$ cat config.mk
export PLATFORM = sky130hd
export DESIGN_NAME = oam_dma
export DESIGN_NICKNAME = d
export VERILOG_FILES = /design/src/rtl/nes_bus_pkg.sv /design/src/rtl/oam_dma.sv
export SDC_FILE = /design/constraint.sdc
export NUM_CORES = 1
export LEC_CHECK = 0
export CORE_UTILIZATION = 47
export DETAILED_ROUTE_END_ITERATION = 7
export PLACE_DENSITY_LB_ADDON = 0.3
export SYNTH_ARGS = -nofsm -noshare
export SYNTH_HDL_FRONTEND = slang
export SYNTH_SLANG_ARGS = --single-unit
$ cat constraint.sdc
create_clock -name i_clk -period 4.1 [get_ports i_clk]
set_input_delay 0.82 -clock i_clk [delete_from_list [all_inputs] [get_ports i_clk]]
set_output_delay 0.82 -clock i_clk [all_outputs]
set_load 0.005 [all_outputs]
$ cat src/rtl/nes_bus_pkg.sv
// nes_bus_pkg: shared NES bus constants and the OAM DMA state encoding.
package nes_bus_pkg;
   localparam logic RW_READ  = 1'b1;
   localparam logic RW_WRITE = 1'b0;
   localparam logic [15:0] ADDR_OAM_DMA = 16'h4014;
   localparam logic [15:0] ADDR_OAMDATA = 16'h2004;
   localparam logic [2:0] S_IDLE  = 3'd0;
   localparam logic [2:0] S_HALT  = 3'd1;
   localparam logic [2:0] S_ALIGN = 3'd2;
   localparam logic [2:0] S_READ  = 3'd3;
   localparam logic [2:0] S_WRITE = 3'd4;
   typedef enum logic [2:0] {
      DMA_IDLE  = S_IDLE,
      DMA_HALT  = S_HALT,
      DMA_ALIGN = S_ALIGN,
      DMA_READ  = S_READ,
      DMA_WRITE = S_WRITE
   } dma_state_e;
endpackage

$ cat src/rtl/oam_dma.sv
// oam_dma: sprite DMA between the 6502 core and the system bus; stalls the CPU and copies a page to OAMDATA.
// Define OAM_DMA_ALIGN_EN to insert an ALIGN cycle so the first READ always lands on an even cycle.
module oam_dma
   import nes_bus_pkg::*;
#(
   parameter logic [15:0] DMA_REG_ADDR  = ADDR_OAM_DMA,
   parameter logic [15:0] OAM_DATA_ADDR = ADDR_OAMDATA
) (
   input  logic        i_clk,
   input  logic        i_reset,
   input  logic        i_cpu_rw,
   input  logic [15:0] i_cpu_address,
   input  logic [7:0]  i_cpu_data,
   output logic        o_cpu_rdy,
   output logic        o_rw,
   output logic [15:0] o_address,
   output logic [7:0]  o_data,
   input  logic [7:0]  i_data,
   output logic        o_dma_active
);
   dma_state_e  state_q;
   logic [7:0]  page_q;
   logic [7:0]  idx_q;
   logic [7:0]  data_q;
   logic        rdy_q;
   logic        active_q;
`ifdef OAM_DMA_ALIGN_EN
   logic        parity_q;
`endif

   always_ff @(negedge i_clk or posedge i_reset) begin
      if (i_reset) begin
         state_q  <= DMA_IDLE;
         page_q   <= '0;
         idx_q    <= '0;
         data_q   <= '0;
         rdy_q    <= 1'b1;
         active_q <= 1'b0;
`ifdef OAM_DMA_ALIGN_EN
         parity_q <= 1'b0;
`endif
      end else begin
`ifdef OAM_DMA_ALIGN_EN
         parity_q <= ~parity_q;
`endif
         case (state_q)
            DMA_IDLE:
               if (i_cpu_rw == RW_WRITE && i_cpu_address == DMA_REG_ADDR) begin
                  page_q   <= i_cpu_data;
                  idx_q    <= '0;
                  state_q  <= DMA_HALT;
                  rdy_q    <= 1'b0;
                  active_q <= 1'b1;
               end
`ifdef OAM_DMA_ALIGN_EN
            DMA_HALT:  state_q <= parity_q ? DMA_READ : DMA_ALIGN;
`else
            DMA_HALT:  state_q <= DMA_READ;
`endif
            DMA_ALIGN: state_q <= DMA_READ;
            DMA_READ: begin
               data_q  <= i_data;
               state_q <= DMA_WRITE;
            end
            DMA_WRITE: begin
               idx_q <= idx_q + 8'd1;
               if (idx_q == 8'hFF) begin
                  state_q  <= DMA_IDLE;
                  rdy_q    <= 1'b1;
                  active_q <= 1'b0;
               end else begin
                  state_q <= DMA_READ;
               end
            end
            default: state_q <= DMA_IDLE;
         endcase
      end
   end

   // HALT/ALIGN reuse the CPU address as a dummy read so the bus stays quiet
   assign o_rw         = state_q == DMA_IDLE ? i_cpu_rw : state_q == DMA_WRITE ? RW_WRITE : RW_READ;
   assign o_address    = state_q == DMA_READ ? {page_q, idx_q} : state_q == DMA_WRITE ? OAM_DATA_ADDR : i_cpu_address;
   assign o_data       = state_q == DMA_WRITE ? data_q : i_cpu_data;
   assign o_cpu_rdy    = rdy_q;
   assign o_dma_active = active_q;
endmodule

### Word level (Yosys, flattened, before mapping)

Index checks and enable logic that the tools add are counted.

* mux-type cells: 16
* $lt $le $gt $ge: 0
* equal/unequal tests: 8
* bitwise logic cells: 1
* div/mod/pow operators: 0
* $add $sub $neg: 1
* $mul: 0
* reduce and logical (&&, ||, !) cells: 7
* shifts and indexed selects: 0

Operators with widths (count)
* 16-bit two-way mux: 2
* 16-bit by 15-bit == test with 1-bit output (second input constant): 1
* 8-bit two-way mux: 2
* 8-bit case mux with 2 select lines: 1
* 3-bit case mux with 4 select lines: 1
* 8-bit by 1-bit adder with 8-bit output (second input constant): 1
* 8-bit == test (second input constant): 1
* 3-bit by 2-bit == test with 1-bit output (second input constant): 2
* 1-bit two-way mux: 6
* 2-bit != test (second input constant): 2
* 1-bit case mux with 2 select lines: 2
* 2-bit AND reduction: 2
* 3-bit by 1-bit == test with 1-bit output (second input constant): 1
* 3-bit == test (second input constant): 1
* 3-bit zero test: 1
* 3-bit two-way mux: 1
* 3-bit AND reduction: 1
* 2-bit two-way mux: 1
* 2-bit nonzero test: 1
* 2-bit OR reduction: 1
* 1-bit logical AND: 1
* 1-bit inverter: 1

* input port bits: 35
* flip-flop bits (word level): 29
* output and inout port bits: 27
* memories: 0
* memory bits (writable): 0
* latch bits: 0
* word-level logic and storage cells: 39
* ROM bits: 0

### Depth between registers and ports, before layout

Gate-level depths: netlist of run 1.

* depth after elaboration: 4
* mapped depth: 6
* depth with buffers taken out: 5

==> out/results.txt, run 1 <==
H-tree lvl count: 2
Max-cap viol count: 0
Hold WC Path Type: flop to flop
Register area share after synthesis: 0.460
Max VDD drop: 0.447 mV
Synthesized instance count: 173
Area delta synth->final: 65.6%
I/O Pins: 62
Core outline area: 3130 um2
Startpoint types: flop
Outcome: finished, violations left
Post-synth top area cell: dfrtn_1
Area contributors post-synth: dfrtn_1 (44%), nand2_1 (14%), a22o_1 (7.8%)
Leading cell type in the layout, fill and taps excluded: nand2_1
Yosys Warn Count: 0
Synth top area share: 0.444
Clock Tree Root: clkbuf_4
Synthesized area: 1580 um2
Detail Route Antenna Nets: 0
Crit path cell chain: buf_6, nor3b_4, buf_4, nor2_4, buf_12, a22o_1, buf_2
Worst-path clk slew: 0.06 ns
Buffers on Ports: 61
Worst-Margin Slew: 0.317 ns
Overall Power: 1.40 mW
Clock buffer depth: 2
Crit-path max FO: 7
Layout cells sized above 1: 0.366
Largest stage delay, worst path: 0.36 ns
Pre-Repair DR Iteration Count: 4
RSZ-0062 raised after global routing: true
Failing checks: negative setup slack
Vias in the first global route: 1715
TritonCTS clock tree: done
Syn avg cell area: 9.13 um2
Static Leak: 1.35 nW
Grt ovf: 0
Kind of cell adding the most delay to the critical path: buffers and inverters
GP Congestion: 0.899
Setup violators final: 25
WS Path Type: flop to primary output
Commonest cells after routing, fill and taps aside: nand2_1 (56), buf_4 (34), dfrtn_1 (28)
Total wire length: 5610 um
PwrDens: 534 nW/um2
Hold Vio Cnt, Final: 0
CP max stage cell: dfrtn_1
Cts hold-fix bufs: 0
Worst-skew pair later-pin latency: 0.39 ns
Worst setup margin: -0.478 ns
Initial DRC count: 107
Post-route cell area: 2620 um2
Final nets: 314
GRT Overall Usage: 0.318
Yosys cell types: 35
Initial antenna violation count: 0
Worst Path Required: 3.28 ns
DR vias/cell: 5.57
Total die area: 3600 um2
Post-DP HPWL: 3540 um
Footprint of the multi-input gates: 883 um2
Syn Nets: 209
Drc violations: 0
Starting Density: 0.505
Antenna diodes: 0
Chip width: 60.0 um
Relative slew slack: 0.787
WP data arrival: 3.76 ns
Seq. cell area: 727 um2
Largest net degree at the start of global routing: 18
Num rows: 20
Drt wl/cell: 17.4 um
Final hold slack: 0.423 ns
CTS Buf Count: 5
Area of placed instances: 2430 um2
Setup Skew: 0.0554 ns
Fin. max-slew vios: 0
First-pass GRT wire length: 8010 um
Via count: 1800
WP buf/inv: 4
Setup crit end kind: primary output
Seq cells post-synth: 29
Layout fillers: 181
Die H: 60.0 um
Clock sink count: 29
## per-stage QoR
stage | cells | utilization | setup TNS (ns) | setup slack [ns]
6_report | 323 | 0.836 | -9.89 | -0.478
5_1_grt | 323 | 0.836 | -11.69 | -0.521
4_1_cts | 320 | 0.810 | -8.82 | -0.427
3_5_place_dp | 300 | 0.778 | -23.76 | -0.715
3_3_place_gp | 300 | 0.778 | -22.68 | -0.676
2_1_floorplan | 173 | - | -0.113 | -0.0141
## synth_stat cells, drive strengths merged
cell,number
nand2,59
dfrtn,28
a22o,14
mux2,8
nand3,7
o21ai,6
inv,5
nor2,5
o211ai,5
buf,4
clkbuf,4
nor4,3
nand4,2
nor2b,2
o22a,2
o22ai,2
or2,2
or3,2
xor2,2
a21o,1
and3,1
dfstp,1
ha,1
nand4b,1
nor3,1
nor3b,1
nor4bb,1
o221ai,1
or4,1
xnor2,1
## registers in the layout, summed over array words and instances (netlist names)
register,cells
data_q,8
idx_q,8
o_cpu_rdy,1
o_dma_active,1
page_q,8
state_q,3
## logic make-up after synthesis
family | Yosys count | share of synthesized area
flops | 29 | 0.460
fa+ha+maj | 1 | 0.00792
compound gates | 31 | 0.150
xor+xnor | 3 | 0.0166
simple gates | 88 | 0.254
buf+inv | 13 | 0.0380
mux | 8 | 0.0737
## worst reg2reg max path: cells and delay by family (launching register included)
kind	cells	cell delay (ns)
flip-flops	1	0.35
buffers and inverters	5	0.57
AND/OR/NAND/NOR	3	0.65
multiplexers	1	0.32
## final cells by class
type                    count  area share
clock buffers               6      0.0158
clock inverters             3     0.00526
inverters                   4     0.00670
multi-input cells         131       0.338
flip-flops and latches     29       0.278
well taps                  44      0.0211
repair buffers            106       0.335
## routing by layer
layer / global-route usage / share of wire / wire length (um) / vias to the layer above
li1: - / - / - / 815
met1: 0.358 / 0.39 / 2200 / 856
met2: 0.537 / 0.49 / 2770 / 99
met3: 0.0996 / 0.073 / 409 / 30
met4: 0.169 / 0.043 / 240 / 0
met5: 0 / 0 / 0 / -
## power breakdown
part | leakage (nW) | switching, mW | internal, mW
clock network | 0.0335 | 0.110 | 0.0658
registers | 0.381 | 0.0389 | 0.359
logic | 0.936 | 0.394 | 0.430
total | 1.35 | 0.543 | 0.854
## worst paths after layout
path / cells past startpoint / slack (ns) / end / from
max in group asynchronous: 3 / 1.01 / o_cpu_rdy$_DFFE_NP1P_ / i_reset
min in group asynchronous: 2 / 2.57 / state_q[1]$_DFFE_NP0P_ / i_reset
max reg2reg: 9 / 2.06 / page_q[6]$_DFFE_NP0P_ / state_q[0]$_DFFE_NP0P_
min reg2reg: 2 / 0.42 / data_q[5]$_DFFE_NP0P_ / data_q[5]$_DFFE_NP0P_
min: 2 / 0.42 / data_q[5]$_DFFE_NP0P_ / data_q[5]$_DFFE_NP0P_
max: 7 / -0.48 / o_address[6] / state_q[1]$_DFFE_NP0P_
## repair_timing
action	CTS	global route
pin swaps	14	10
resized for setup	137	14
cloned	1	1
setup buffers	11	2
setup endpoints to repair	45	39
endpoints found under the hold margin	0	0
No activity file was read; power rests on OpenSTA's default activity.
==> run 2, diff against run 1 <==
- CAP_MARGIN: unset -> 0
- PLACE_DENSITY: unset -> 0.85
- PLACE_DENSITY_LB_ADDON: 0.3 -> unset
==> run 2 against run 1 <==
  * The run still ends with negative setup slack left
  * Total power is 16% higher
  * Via count is 16% higher
  * Clock power is 31% higher
  * Wire length is 31% higher
  * Die area stayed put
  * Critical endpoint is now o_data[4]
  * Flip-flop and latch count stayed put
  * Register-to-register slack worse by 0.04 ns
  * First-iteration DRC count is 41% higher
  * Sequential power is 4% higher
  * Sequential share of layout area is 2.1 points lower
  * Worst hold slack better by 0.019 ns
  * Critical path type unchanged
  * Global-route usage is 9.5 points higher
==> out/results.txt, run 2 (synthesized netlist as in run 1, its figures left out) <==
Pre-Repair DR Iteration Count: 4
H-tree lvl count: 2
WS Path Type: flop to primary output
First-pass GRT wire length: 10100 um
Startpoint types: flop
Worst-skew pair later-pin latency: 0.40 ns
Critical path's most frequent cell: buf_6
Reg2reg path depth: 9
Largest net degree at the start of global routing: 24
Layout cells sized above 1: 0.470
DR vias/cell: 6.10
Clock Tree Root: clkbuf_4
WP buf/inv: 5
Clock sink count: 29
Starting Density: 0.505
Initial DRC count: 151
Met3 wire len: 645 um
Drc violations: 0
Num rows: 20
Total wire length: 7380 um
Clock buffer depth: 2
Cts hold-fix bufs: 0
PwrDens: 572 nW/um2
Grt ovf: 0
Setup violators final: 25
Crit path cell chain: buf_6, nor3b_4, buf_6, buf_6, buf_6, nand2_2, nand2_2, buf_6
RSZ-0062 raised after global routing: true
Max-cap viol count: 0
Util after Layout: 0.904
Final hold slack: 0.442 ns
Kind of cell adding the most delay to the critical path: buffers and inverters
Setup Skew: 0.0696 ns
Hold WC Path Type: flop to flop
TritonCTS clock tree: done
Die H: 60.0 um
Worst Path Required: 3.28 ns
GRT Overall Usage: 0.414
Vias in the first global route: 1990
Post-DP HPWL: 3890 um
GP Congestion: 0.844
Core outline area: 3130 um2
Worst-Margin Slew: 0.331 ns
Drt wl/cell: 21.6 um
Area delta synth->final: 79.2%
Buffers on Ports: 61
Total die area: 3600 um2
Commonest cells after routing, fill and taps aside: nand2_1 (44), buf_4 (39), dfrtn_1 (28)
Final nets: 331
WL met1: 2640 um
Overall Power: 1.62 mW
Hold Vio Cnt, Final: 0
Met2 wire length: 3580 um
I/O Pins: 62
Relative slew slack: 0.777
WHS Path Cells: 2
Chip width: 60.0 um
WP data arrival: 3.82 ns
Setup crit end kind: primary output
Failing checks: negative setup slack
Leading cell type in the layout, fill and taps excluded: nand2_1
Worst setup margin: -0.538 ns
Fin. max-slew vios: 0
CTS Buf Count: 5
Via count: 2080
Initial antenna violation count: 0
Detail Route Antenna Nets: 0
CP max stage cell: dfrtn_1
Worst-path clk slew: 0.07 ns
Max VDD drop: 0.378 mV
Static Leak: 1.50 nW
Crit-path max FO: 3
CP Depth: 8
Biggest regs: data_q x8, idx_q x8, page_q x8
Largest stage delay, worst path: 0.38 ns
Top layer in use: met4
Outcome: finished, violations left
-- run 2: layer usage --
layer / up-vias / track usage
met5: - / 0
met4: 0 / 0.282
met3: 64 / 0.104
met2: 178 / 0.659
met1: 987 / 0.489
li1: 851 / -
-- run 2: power by group --
| group | switching [mW] | total, mW | internal, mW | leakage, nW |
|---|---|---|---|---|
| Sequential | 0.0549 | 0.414 | 0.359 | 0.381 |
| Clock | 0.111 | 0.231 | 0.120 | 0.0532 |
| Combinational | 0.478 | 0.973 | 0.495 | 1.07 |
| Total | 0.644 | 1.62 | 0.974 | 1.50 |
-- run 2: final timing paths --
kind | slack (ns) | from | end
worst max-delay path | -0.54 | state_q[0]$_DFFE_NP0P_ | o_data[4]
worst min-delay path | 0.44 | data_q[3]$_DFFE_NP0P_ | data_q[3]$_DFFE_NP0P_
worst max register to register | 2.02 | state_q[0]$_DFFE_NP0P_ | page_q[2]$_DFFE_NP0P_
worst min register to register | 0.44 | data_q[3]$_DFFE_NP0P_ | data_q[3]$_DFFE_NP0P_
max in group asynchronous | 0.95 | i_reset | page_q[0]$_DFFE_NP0P_
min in group asynchronous | 2.68 | i_reset | data_q[5]$_DFFE_NP0P_
-- run 2: through the flow --
| step | area [um2] | cells | worst slack (ns) | TNS [ns] |
|---|---|---|---|---|
| 2_1_floorplan | 1590 | 173 | -0.0141 | -0.113 |
| 3_3_place_gp | 2510 | 307 | -0.603 | -17.42 |
| 3_5_place_dp | 2510 | 307 | -0.690 | -19.55 |
| 4_1_cts | 2750 | 335 | -0.459 | -9.77 |
| 5_1_grt | 2830 | 340 | -0.568 | -12.35 |
| 6_report | 2830 | 341 | -0.538 | -11.42 |
-- run 2: area by class of cell --
class,count,area (um2)
repair buffers,123,1020
multi-input cells,131,926
inverters,4,17.5
clock inverters,2,7.51
clock buffers,7,76.3
fillers,117,299
flip-flops and latches,29,727
diodes,1,2.50
well taps,44,55.1
-- run 2: repair_timing --
item / 4_1_cts / 5_1_grt
buffers inserted: 19 / 6
endpoints found under the setup margin: 44 / 40
gates cloned: 2 / 0
gates resized for setup: 165 / 36
pin swaps: 27 / 24
-- run 2: worst min-delay path, cell delays in order, from the launching register on --
cell and delay [ns]:
dfrtn_1 0.43, nand2_1 0.05, nand2_1 0.06
==> run 3, diff against run 2 <==
- CORE_MARGIN: unset -> 2
==> run 3 against run 2 <==
  * The run still ends with negative setup slack left
  * Largest cell class unchanged
  * Total power is 8.0% lower
  * Via count down 9.9%
  * Combinational power is 6.4% lower
  * Non-clock buffer count down 17
  * Global-route usage shrank 7.3 points
  * Critical endpoint is now o_address[10]
  * Clock power shrank 26%
  * First-iteration DRC count fell by 6.0%
  * Final area fell by 5.5%
==> out/results.txt, run 3 (synthesized netlist as in run 1, its figures left out) <==
Outcome: finished, violations left
Failing checks: negative setup slack
WP buf/inv: 4
Util after Layout: 0.814
Setup violators final: 25
CP max stage cell: dfrtn_1
Clock buffer depth: 2
Layout fillers: 184
Relative slew slack: 0.823
Static Leak: 1.37 nW
DP Cell Count: 297
First-pass GRT wire length: 8950 um
Worst slack at placement: -0.727 ns
Total wire length: 6210 um
Crit path cell chain: buf_6, nand2_2, or2_4, inv_6, nor2_4, buf_12, a22o_1, buf_2
Layout cells sized above 1: 0.401
Footprint of the multi-input gates: 903 um2
Worst-Margin Slew: 0.263 ns
Setup TNS Final: -12.39 ns
Area delta synth->final: 69.3%
Worst setup path end: o_address[10]
WP data arrival: 3.83 ns
Final hold slack: 0.428 ns
Worst-path clk slew: 0.06 ns
Pre-Repair DR Iteration Count: 4
WS Path Type: flop to primary output
Commonest cells after routing, fill and taps aside: nand2_1 (48), buf_4 (29), dfrtn_1 (28)
Initial DRC count: 142
Die H: 62.0 um
Num rows: 21
Detail Route Antenna Nets: 0
H-tree lvl count: 2
Post-route cell area: 2670 um2
TritonCTS clock tree: done
GP Congestion: 0.802
Initial antenna violation count: 1
I/O Pins: 62
Fin. max-slew vios: 0
Setup Skew: 0.0502 ns
CP Depth: 8
Core outline area: 3280 um2
Chip width: 62.0 um
Startpoint types: flop
FF-to-FF Start: state_q[0]$_DFFE_NP0P_
Post-DP HPWL: 3410 um
GRT Overall Usage: 0.340
Largest net degree at the start of global routing: 20
Final nets: 314
Via count: 1874
Final std cells w/o fill: 326
Drc violations: 0
PwrDens: 557 nW/um2
Clock Tree Root: clkbuf_4
Hold WC Path Type: flop to flop
Drt wl/cell: 19.1 um
Hold Vio Cnt, Final: 0
Reg2reg path depth: 10
Starting Density: 0.481
Cts hold-fix bufs: 0
Vias in the first global route: 1780
Biggest regs: data_q x8, idx_q x8, page_q x8
Grt ovf: 0
CTS Buf Count: 5
Leading cell type in the layout, fill and taps excluded: nand2_1
Total die area: 3840 um2
Reg-to-Reg End: idx_q[7]$_DFFE_NP0P_
Buffers on Ports: 61
DR vias/cell: 5.75
Clock sink count: 29
Seq. cell area: 727 um2
Worst setup margin: -0.547 ns
Worst-skew pair later-pin latency: 0.37 ns
Max-cap viol count: 0
Largest stage delay, worst path: 0.46 ns
RSZ-0062 raised after global routing: true
Crit path from: state_q[0]$_DFFE_NP0P_
Overall Power: 1.49 mW
Setup crit end kind: primary output
Worst Path Required: 3.28 ns
Kind of cell adding the most delay to the critical path: buffers and inverters
Max VDD drop: 0.344 mV
Crit-path max FO: 11
Area of placed instances: 2400 um2
Reg2reg setup slack: 2.06 ns
-- run 3: what timing repair did --
action                                  CTS  global route
buffers inserted                         17             6
pin swaps                                18            17
endpoints found under the setup margin   46            38
resized for setup                       150            34
cloned                                    2             0
-- run 3: worst min-delay path by stage --
stage / startpoint / endpoint / slack (ns) / cells after the start
2_1_floorplan: data_q[0]$_DFFE_NP0P_ / data_q[0]$_DFFE_NP0P_ / 0.41 / 2
3_3_place_gp: data_q[0]$_DFFE_NP0P_ / data_q[0]$_DFFE_NP0P_ / 0.42 / 2
3_5_place_dp: data_q[6]$_DFFE_NP0P_ / data_q[6]$_DFFE_NP0P_ / 0.42 / 2
4_1_cts: data_q[6]$_DFFE_NP0P_ / data_q[6]$_DFFE_NP0P_ / 0.42 / 2
5_1_grt: data_q[3]$_DFFE_NP0P_ / data_q[3]$_DFFE_NP0P_ / 0.44 / 2
6_report: data_q[3]$_DFFE_NP0P_ / data_q[3]$_DFFE_NP0P_ / 0.43 / 2
-- run 3: layer usage --
metal	global-route usage	vias up	wire length, um
met5	0	-	0
met4	0.237	0	316
met3	0.0994	24	520
met2	0.530	117	3110
met1	0.402	910	2260
li1	-	823	-
-- run 3: where the power goes --
part,switching (mW),leakage [nW],internal (mW)
Clock,0.103,0.0319,0.0695
Sequential,0.0458,0.381,0.359
Combinational,0.429,0.955,0.482
Total,0.578,1.37,0.910
-- run 3: area by class of cell --
| cell class | instances | area share |
|---|---|---|
| Antenna cell | 1 | 0.000936 |
| Clock buffer | 8 | 0.0182 |
| Clock inverter | 1 | 0.00140 |
| Inverter | 4 | 0.00749 |
| Multi-Input combinational cell | 131 | 0.338 |
| Sequential cell | 29 | 0.272 |
| Tap cell | 46 | 0.0215 |
| Timing Repair Buffer | 106 | 0.341 |
-- run 3: tightest hold or removal path: cells and delay by family, from the launching register on --
| kind | cells | cell delay [ns] |
|---|---|---|
| flip-flops | 1 | 0.41 |
| AND/OR/NAND/NOR | 2 | 0.11 |
